### config.mk
export PLATFORM = sky130hd
export DESIGN_NAME = busy_stall_injector
export DESIGN_NICKNAME = d
export VERILOG_FILES = /design/src/rtl/busy_stall_injector.sv
export SDC_FILE = /design/constraint.sdc
export NUM_CORES = 1
export LEC_CHECK = 0
export ABC_AREA = 1
export BUFFER_PORTS_ARGS = -buffer_cell sky130_fd_sc_hd__buf_4
export CORE_MARGIN = 10
export CORE_UTILIZATION = 32
export DETAILED_ROUTE_END_ITERATION = 8
export PLACE_DENSITY = 0.59
export SLEW_MARGIN = 20
export SYNTH_ARGS = -nofsm -noshare
export SYNTH_HDL_FRONTEND = slang
export SYNTH_SLANG_ARGS = --single-unit
### constraint.sdc
create_clock -name clk -period 4.3 [get_ports clk]
set_clock_uncertainty 0.05 [all_clocks]
set_input_delay 0.86 -clock clk [delete_from_list [all_inputs] [get_ports clk]]
set_output_delay 0.86 -clock clk [all_outputs]
set_load 0.01 [all_outputs]
### src/rtl/busy_stall_injector.sv
// busy_stall_injector: drives the SoC busy/stall input with LFSR-chosen busy
// levels, each held for a pseudo-random number of cycles, and keeps
// saturating statistics counters for stall-stress and throughput measurement.
module busy_stall_injector #(
    parameter logic [15:0] SEED     = 16'hACE1,
    parameter int          HOLD_MIN = 5,
    parameter int          HOLD_MAX = 10,
    parameter int          CNT_W    = 64
) (
    input  logic             clk,
    input  logic             rstN,
    input  logic             en,
    input  logic [6:0]       prob_pct,
    input  logic             clr,
    output logic             busy,
    output logic [CNT_W-1:0] busy_cycles,
    output logic [CNT_W-1:0] run_cycles,
    output logic [CNT_W-1:0] seg_count
);

    // An all-zero seed would lock the LFSR, so it is replaced by 1.
    localparam logic [15:0] LFSR_INIT = (SEED == 16'h0000) ? 16'h0001 : SEED;
    localparam logic [15:0] LFSR_MASK = 16'hB400;
    localparam logic [7:0]  HOLD_BASE = 8'(HOLD_MIN);
    localparam logic [15:0] HOLD_SPAN = 16'(HOLD_MAX - HOLD_MIN + 1);

    typedef enum logic {ST_OFF, ST_RUN} state_t;

    state_t           r_state, w_state_nxt;
    logic             r_busy, w_busy_nxt;
    logic [15:0]      r_lfsr, w_lfsr_nxt;
    logic [7:0]       r_hold_cnt, w_hold_nxt;
    logic [CNT_W-1:0] r_busy_cycles, r_run_cycles, r_seg_count;

    logic [7:0]       w_r;
    logic [7:0]       w_hold;
    logic [6:0]       w_prob;
    logic             w_busy_dec;
    logic [15:0]      w_lfsr_adv;
    logic             w_decide;

    // Decision inputs come from the LFSR value before it advances.
    assign w_r        = 8'((16'(r_lfsr[15:8]) * 16'd100) >> 8);
    assign w_hold     = HOLD_BASE + 8'((16'(r_lfsr[7:0]) * HOLD_SPAN) >> 8);
    assign w_prob     = (prob_pct > 7'd100) ? 7'd100 : prob_pct;
    assign w_busy_dec = (w_r < {1'b0, w_prob});
    assign w_lfsr_adv = r_lfsr[0] ? ((r_lfsr >> 1) ^ LFSR_MASK) : (r_lfsr >> 1);

    function automatic logic [CNT_W-1:0] sat_inc(input logic [CNT_W-1:0] v);
        return (v == {CNT_W{1'b1}}) ? v : v + CNT_W'(1);
    endfunction

    // Next-state: decide on entry to RUN and whenever the hold count runs out.
    always_comb begin
        w_state_nxt = r_state;
        w_busy_nxt  = r_busy;
        w_hold_nxt  = r_hold_cnt;
        w_lfsr_nxt  = r_lfsr;
        w_decide    = 1'b0;
        case (r_state)
            ST_OFF: begin
                w_busy_nxt = 1'b0;
                if (en) w_decide = 1'b1;
            end
            ST_RUN: begin
                if (!en) begin
                    w_busy_nxt  = 1'b0;
                    w_hold_nxt  = 8'd0;
                    w_state_nxt = ST_OFF;
                end else if (r_hold_cnt != 8'd0) begin
                    w_hold_nxt = r_hold_cnt - 8'd1;
                end else begin
                    w_decide = 1'b1;
                end
            end
            default: w_state_nxt = ST_OFF;
        endcase
        if (w_decide) begin
            w_busy_nxt  = w_busy_dec;
            w_hold_nxt  = w_hold;
            w_lfsr_nxt  = w_lfsr_adv;
            w_state_nxt = ST_RUN;
        end
    end

    // FSM, busy level, hold counter and LFSR registers.
    always_ff @(posedge clk or negedge rstN) begin
        if (!rstN) begin
            r_state    <= ST_OFF;
            r_busy     <= 1'b0;
            r_lfsr     <= LFSR_INIT;
            r_hold_cnt <= 8'd0;
        end else begin
            r_state    <= w_state_nxt;
            r_busy     <= w_busy_nxt;
            r_lfsr     <= w_lfsr_nxt;
            r_hold_cnt <= w_hold_nxt;
        end
    end

    // Saturating statistics; clr beats any increment in the same cycle.
    always_ff @(posedge clk or negedge rstN) begin
        if (!rstN) begin
            r_busy_cycles <= '0;
            r_run_cycles  <= '0;
            r_seg_count   <= '0;
        end else if (clr) begin
            r_busy_cycles <= '0;
            r_run_cycles  <= '0;
            r_seg_count   <= '0;
        end else begin
            if (r_state == ST_RUN) begin
                r_run_cycles <= sat_inc(r_run_cycles);
                if (r_busy) r_busy_cycles <= sat_inc(r_busy_cycles);
            end
            if (w_decide) r_seg_count <= sat_inc(r_seg_count);
        end
    end

    assign busy        = r_busy;
    assign busy_cycles = r_busy_cycles;
    assign run_cycles  = r_run_cycles;
    assign seg_count   = r_seg_count;

endmodule

# [After elaboration in Yosys (flattened, before gate mapping)]
# Cells that the tools add are included.
[totals] register_bits=218 inputBits=11 output_inout_bits=193 wordCells=60
[op_classes] n_addsub=5 mul=2 magnitude_cmp=2 n_eq_ne=8 muxes=25 bitwise=2 reduce_logical=9
[ops] operator="$mux 64" n=10
[ops] operator="$add 64x1->64 const B" n=3
[ops] operator="$eq 64x64->1 const B" n=3
[ops] operator="$mux 8" n=4
[ops] operator="$mux 16" n=1
[ops] operator="$mul 8x5->13 const B" n=1
[ops] operator="$mul 8x2->10 const B" n=1
[ops] operator="$reduce_bool 2->1" n=4
[ops] operator="$reduce_bool 8->1" n=1
[ops] operator="$sub 8x1->8 const B" n=1
[ops] operator="$gt 7x7->1 const B" n=1
[ops] operator="$lt 7x7->1" n=1
[ops] operator="$mux 1" n=7
[ops] operator="$mux 7" n=1
[ops] operator="$ne 2x2->1 const B" n=3
[ops] operator="$reduce_and 2->1" n=3
[ops] operator="$add 3x3->4 const A" n=1
[ops] operator="$not 3->4" n=1
[ops] operator="$pmux 1 s2" n=2
[ops] operator="$ne 3x1->1 const B" n=1
[ops] operator="$ne 3x2->1 const B" n=1
[ops] operator="$reduce_and 3->1" n=1
[ops] operator="$not 1->1" n=1

# [Depth between registers and ports, before layout]
[depth] ltp_word=6 depth_mapped=19 ltp_nobuf=19

# [Least setup slack after synthesis]
# OpenSTA, ideal clock, no wires.
[synth_path] path_type="register to register" startpoint="register r_lfsr[11]" endpoint="register r_busy, in the netlist busy" setup_time_ps=65 arrival_time_ps=3240 required_ps=4185 slack_ps=945 stages_incl_launch_ff=20 n_path_buf=0 period_less_slack_ps=3355 path_cell_list="dfstp_2 -> ha_1 -> ha_1 -> inv_1 -> fa_1 -> inv_1 -> ha_1 -> a21oi_1 -> o21ai_0 -> a21o_1 -> nand3_1 -> nand2_1 -> nand2_1 -> nand2_1 -> ha_1 -> a21oi_1 -> o21ai_0 -> nor2_1 -> nand2_1 -> nand2_1"
[synth_between] elab_chain_len=3
[synth_rtl] element="start: declaration" line_no="31" rtl="logic [15:0] r_lfsr, w_lfsr_nxt;"
[synth_rtl] element="start signal: assignment" line_no="96" rtl="r_lfsr <= w_lfsr_nxt;"
[synth_rtl] element="$mul 8x5->13" line_no="43" rtl="assign w_r = 8'((16'(r_lfsr[15:8]) * 16'd100) >> 8);"
[synth_rtl] element="$lt 7x7->1" line_no="46" rtl="assign w_busy_dec = (w_r < {1'b0, w_prob});"
[synth_rtl] element="$mux 1" line_no="78" rtl="if (w_decide) begin"
[synth_rtl] element="end signal: assignment" line_no="95" rtl="r_busy <= w_busy_nxt;"
[synth_rtl] element="end: declaration" line_no="30" rtl="logic r_busy, w_busy_nxt;"
# Every way passes these cells.
# A chain may end at the register's enable or synchronous reset.

# [Final worst setup path]
# Same ends and word-level chain as after synthesis.

==> results.sh <==
export IMPL_status="completed"
export IMPL_drc=0
export IMPL_synthArstFlopShare_pct=100
export IMPL_startpoint_type="flip-flop"
export IMPL_grt_max_degree=106
export IMPL_finalHoldViolCount=0
export IMPL_globalplace_congestion=0.952
export IMPL_postSynthRegisterBits=218
export IMPL_r2r_end="busy"
export IMPL_r2r_cells=19
export IMPL_fin_nets=2979
export IMPL_fin_ws_ns=0.743
export IMPL_diodes=0
export IMPL_ys_warn_count=0
export IMPL_die_x_um=251
export IMPL_htreeDepth=1
export IMPL_period_share_pct=82.7
export IMPL_yosysSeqAreaShare_pct=32.1
export IMPL_cp_startpoint="r_lfsr[11]"
export IMPL_ctsRootBufferMaster="clkbuf_16"
export IMPL_antenna_found_initial=0
export IMPL_worst_setup_path_type="flip-flop to flip-flop"
export IMPL_end_kind="flip-flop"
export IMPL_numPortBuffers=203
export IMPL_rsz0062_at_grt="false"
export IMPL_drive_gt1_share_pct=11.4
export IMPL_num_io_pins=204
export IMPL_cts_tree="yes"
export IMPL_wl_per_cell_um=16.1
export IMPL_crit_path_max_fanout=5
export IMPL_drt_pass1_iter_count=5
export IMPL_syn_cell_area_sq_mm=0.0170
export IMPL_cts_resized=0
export IMPL_ys_flop_type="dfrtp_1"
export IMPL_ir_worst_vdd_uv=256
export IMPL_cp_endpoint="busy"
export IMPL_cts_setup_buffers=0
export IMPL_leakagePower_nw=9.06
export IMPL_fin_setup_tns_ns=0
export IMPL_vias=17600
export IMPL_rows=84
export IMPL_die_area_sq_mm=0.0628
export IMPL_dieHeight_um=251
export IMPL_core_sq_mm=0.0527
export IMPL_route_final_wire_length_um=58500
export IMPL_dp_slack_ns=0.748
export IMPL_synth_avg_cell_area_sq_um=6.21
export IMPL_period_needed_ns=3.56
export IMPL_cts_hold_buffers=0
export IMPL_hold_path_class="primary input to async pin"
export IMPL_rrSetupSlack_ns=0.74
export IMPL_synth_nets=2798
export IMPL_viasPerCell=4.84
export IMPL_cp_data_required_time_ns=4.74
export IMPL_clkSinkCount=218
export IMPL_cts_inserted_buffers=29
export IMPL_initial_utilization_pct=32.3
export IMPL_track_usage_pct=18.1
export IMPL_globalRouteOverflowTotal=0
export IMPL_synth_edff_count=0
export IMPL_final_antenna_net_count=0
export IMPL_total_power_mw=5.89
export IMPL_drv_slew=0
export IMPL_worstReg2RegStart="r_lfsr[11]"
export IMPL_insertion_delay_ns=0.57
export IMPL_fmax_mhz=281
export IMPL_drv_cap=0
export IMPL_worst_pin_slew_ns=0.912
export IMPL_utilization_pct=38.0
export IMPL_final_cell_mix="nand2_1 (1043), nor2_1 (430), inv_1 (254), nand3_1 (221), buf_4 (212)"
export IMPL_grt_pass1_wl_um=93100
export IMPL_grt_pass1_vias=16400
export IMPL_setup_viol=0
export IMPL_areaGrowthSynthToFinish_pct=17.6
export IMPL_final_common_cell="nand2_1"
export IMPL_syn_inst=2740
export IMPL_drt_iter0_drc=1391
export IMPL_hpwl_um=45400
export IMPL_crit_arrival_ns=4.00
export IMPL_cts_clk_slew_worst_paths_ns=0.05
export IMPL_max_slew_margin_pct=39.2
export IMPL_hold_ws_ns=0.294
export IMPL_clockBufferDepth=3
export IMPL_powerDensity_mw_per_mm2=294
export IMPL_ys_types=37
-- area by class of cell --
type	instances	area (sq um)
Tap cell	688	861
Clock buffer	46	870
Multi-Input combinational cell	2199	10200
Timing Repair Buffer	216	1670
Sequential cell	218	5470
Inverter	257	970
Clock inverter	5	27.5
Fill cell	5750	32600
-- report_power, final --
part | internal, mW | total (mW) | switching [mW]
clock network | 1.37 | 2.32 | 0.955
logic | 0.467 | 1.24 | 0.772
registers | 2.18 | 2.33 | 0.148
total | 4.02 | 5.89 | 1.88
-- per-stage QoR --
| stage | area, sq um | std cells |
|---|---|---|
| global placement | 19100 | 3578 |
| detailed placement | 19100 | 3578 |
| CTS | 20000 | 3629 |
| floorplan | 17000 | 2740 |
| global route | 20000 | 3629 |
| finish | 20000 | 3629 |
-- cells in the mapped netlist (29+ instances only) --
master / count / area [sq um]
dfrtp_1: 210 / 5260
ha_1: 45 / 563
inv_1: 255 / 957
nand2_1: 1043 / 3920
nand3_1: 221 / 1110
nand4_1: 63 / 394
nor2_1: 430 / 1610
o21ai_0: 30 / 150
o21ai_1: 133 / 666
o21bai_1: 52 / 390
or2_2: 29 / 181
xor2_1: 39 / 342
-- worst max-delay path, stage by stage, from the launching register on --
cell	delay, ns
dfstp_2	0.57
ha_1	0.24
ha_1	0.27
inv_1	0.05
fa_1	0.49
inv_1	0.04
ha_1	0.35
a21oi_1	0.14
o21ai_0	0.09
a21o_1	0.19
nand3_1	0.10
nand2_1	0.06
nand2_1	0.05
nand2_1	0.05
ha_1	0.30
a21oi_1	0.15
o21ai_0	0.09
nor2_1	0.11
nand2_1	0.06
nand2_1	0.05
-- worst min-delay path by stage --
stage,cells after the start,endpoint,slack (ns),startpoint
finish,1,r_lfsr[9],0.29,rstN
global route,1,r_lfsr[9],0.37,rstN
CTS,1,r_lfsr[9],0.34,rstN
detailed placement,2,r_lfsr[6],0.46,r_lfsr[6]
global placement,2,r_lfsr[11],0.45,r_lfsr[11]
floorplan,2,r_lfsr[11],0.43,r_lfsr[11]
-- state kept, by name, indices dropped and copies added (netlist names) --
signal,count
seg_count,64
run_cycles,64
r_hold_cnt,8
r_lfsr,16
busy_cycles,64
r_state,1
busy,1
-- metal layers --
metal | vias up | global-route usage, % | wire [um]
li1 | 9061 | - | -
met1 | 7981 | 24.0 | 26800
met2 | 456 | 29.9 | 27100
met3 | 82 | 2.61 | 2920
met4 | 0 | 5.13 | 1690
met5 | - | 0 | 0
-- kinds of logic (layout without fill, tap and decap cells) --
kind of cell,Yosys count,after routing,share of synthesized area [%]
AO/OA/AOI/OAI,242,242,8.15
XOR/XNOR,53,53,2.73
adder cells (fa/ha/maj),47,47,3.54
buffers and inverters,323,524,8.35
flip-flops,218,218,32.1
AND/OR/NAND/NOR,1857,1857,45.1
Note: power is estimated with default switching activity, not from simulation.
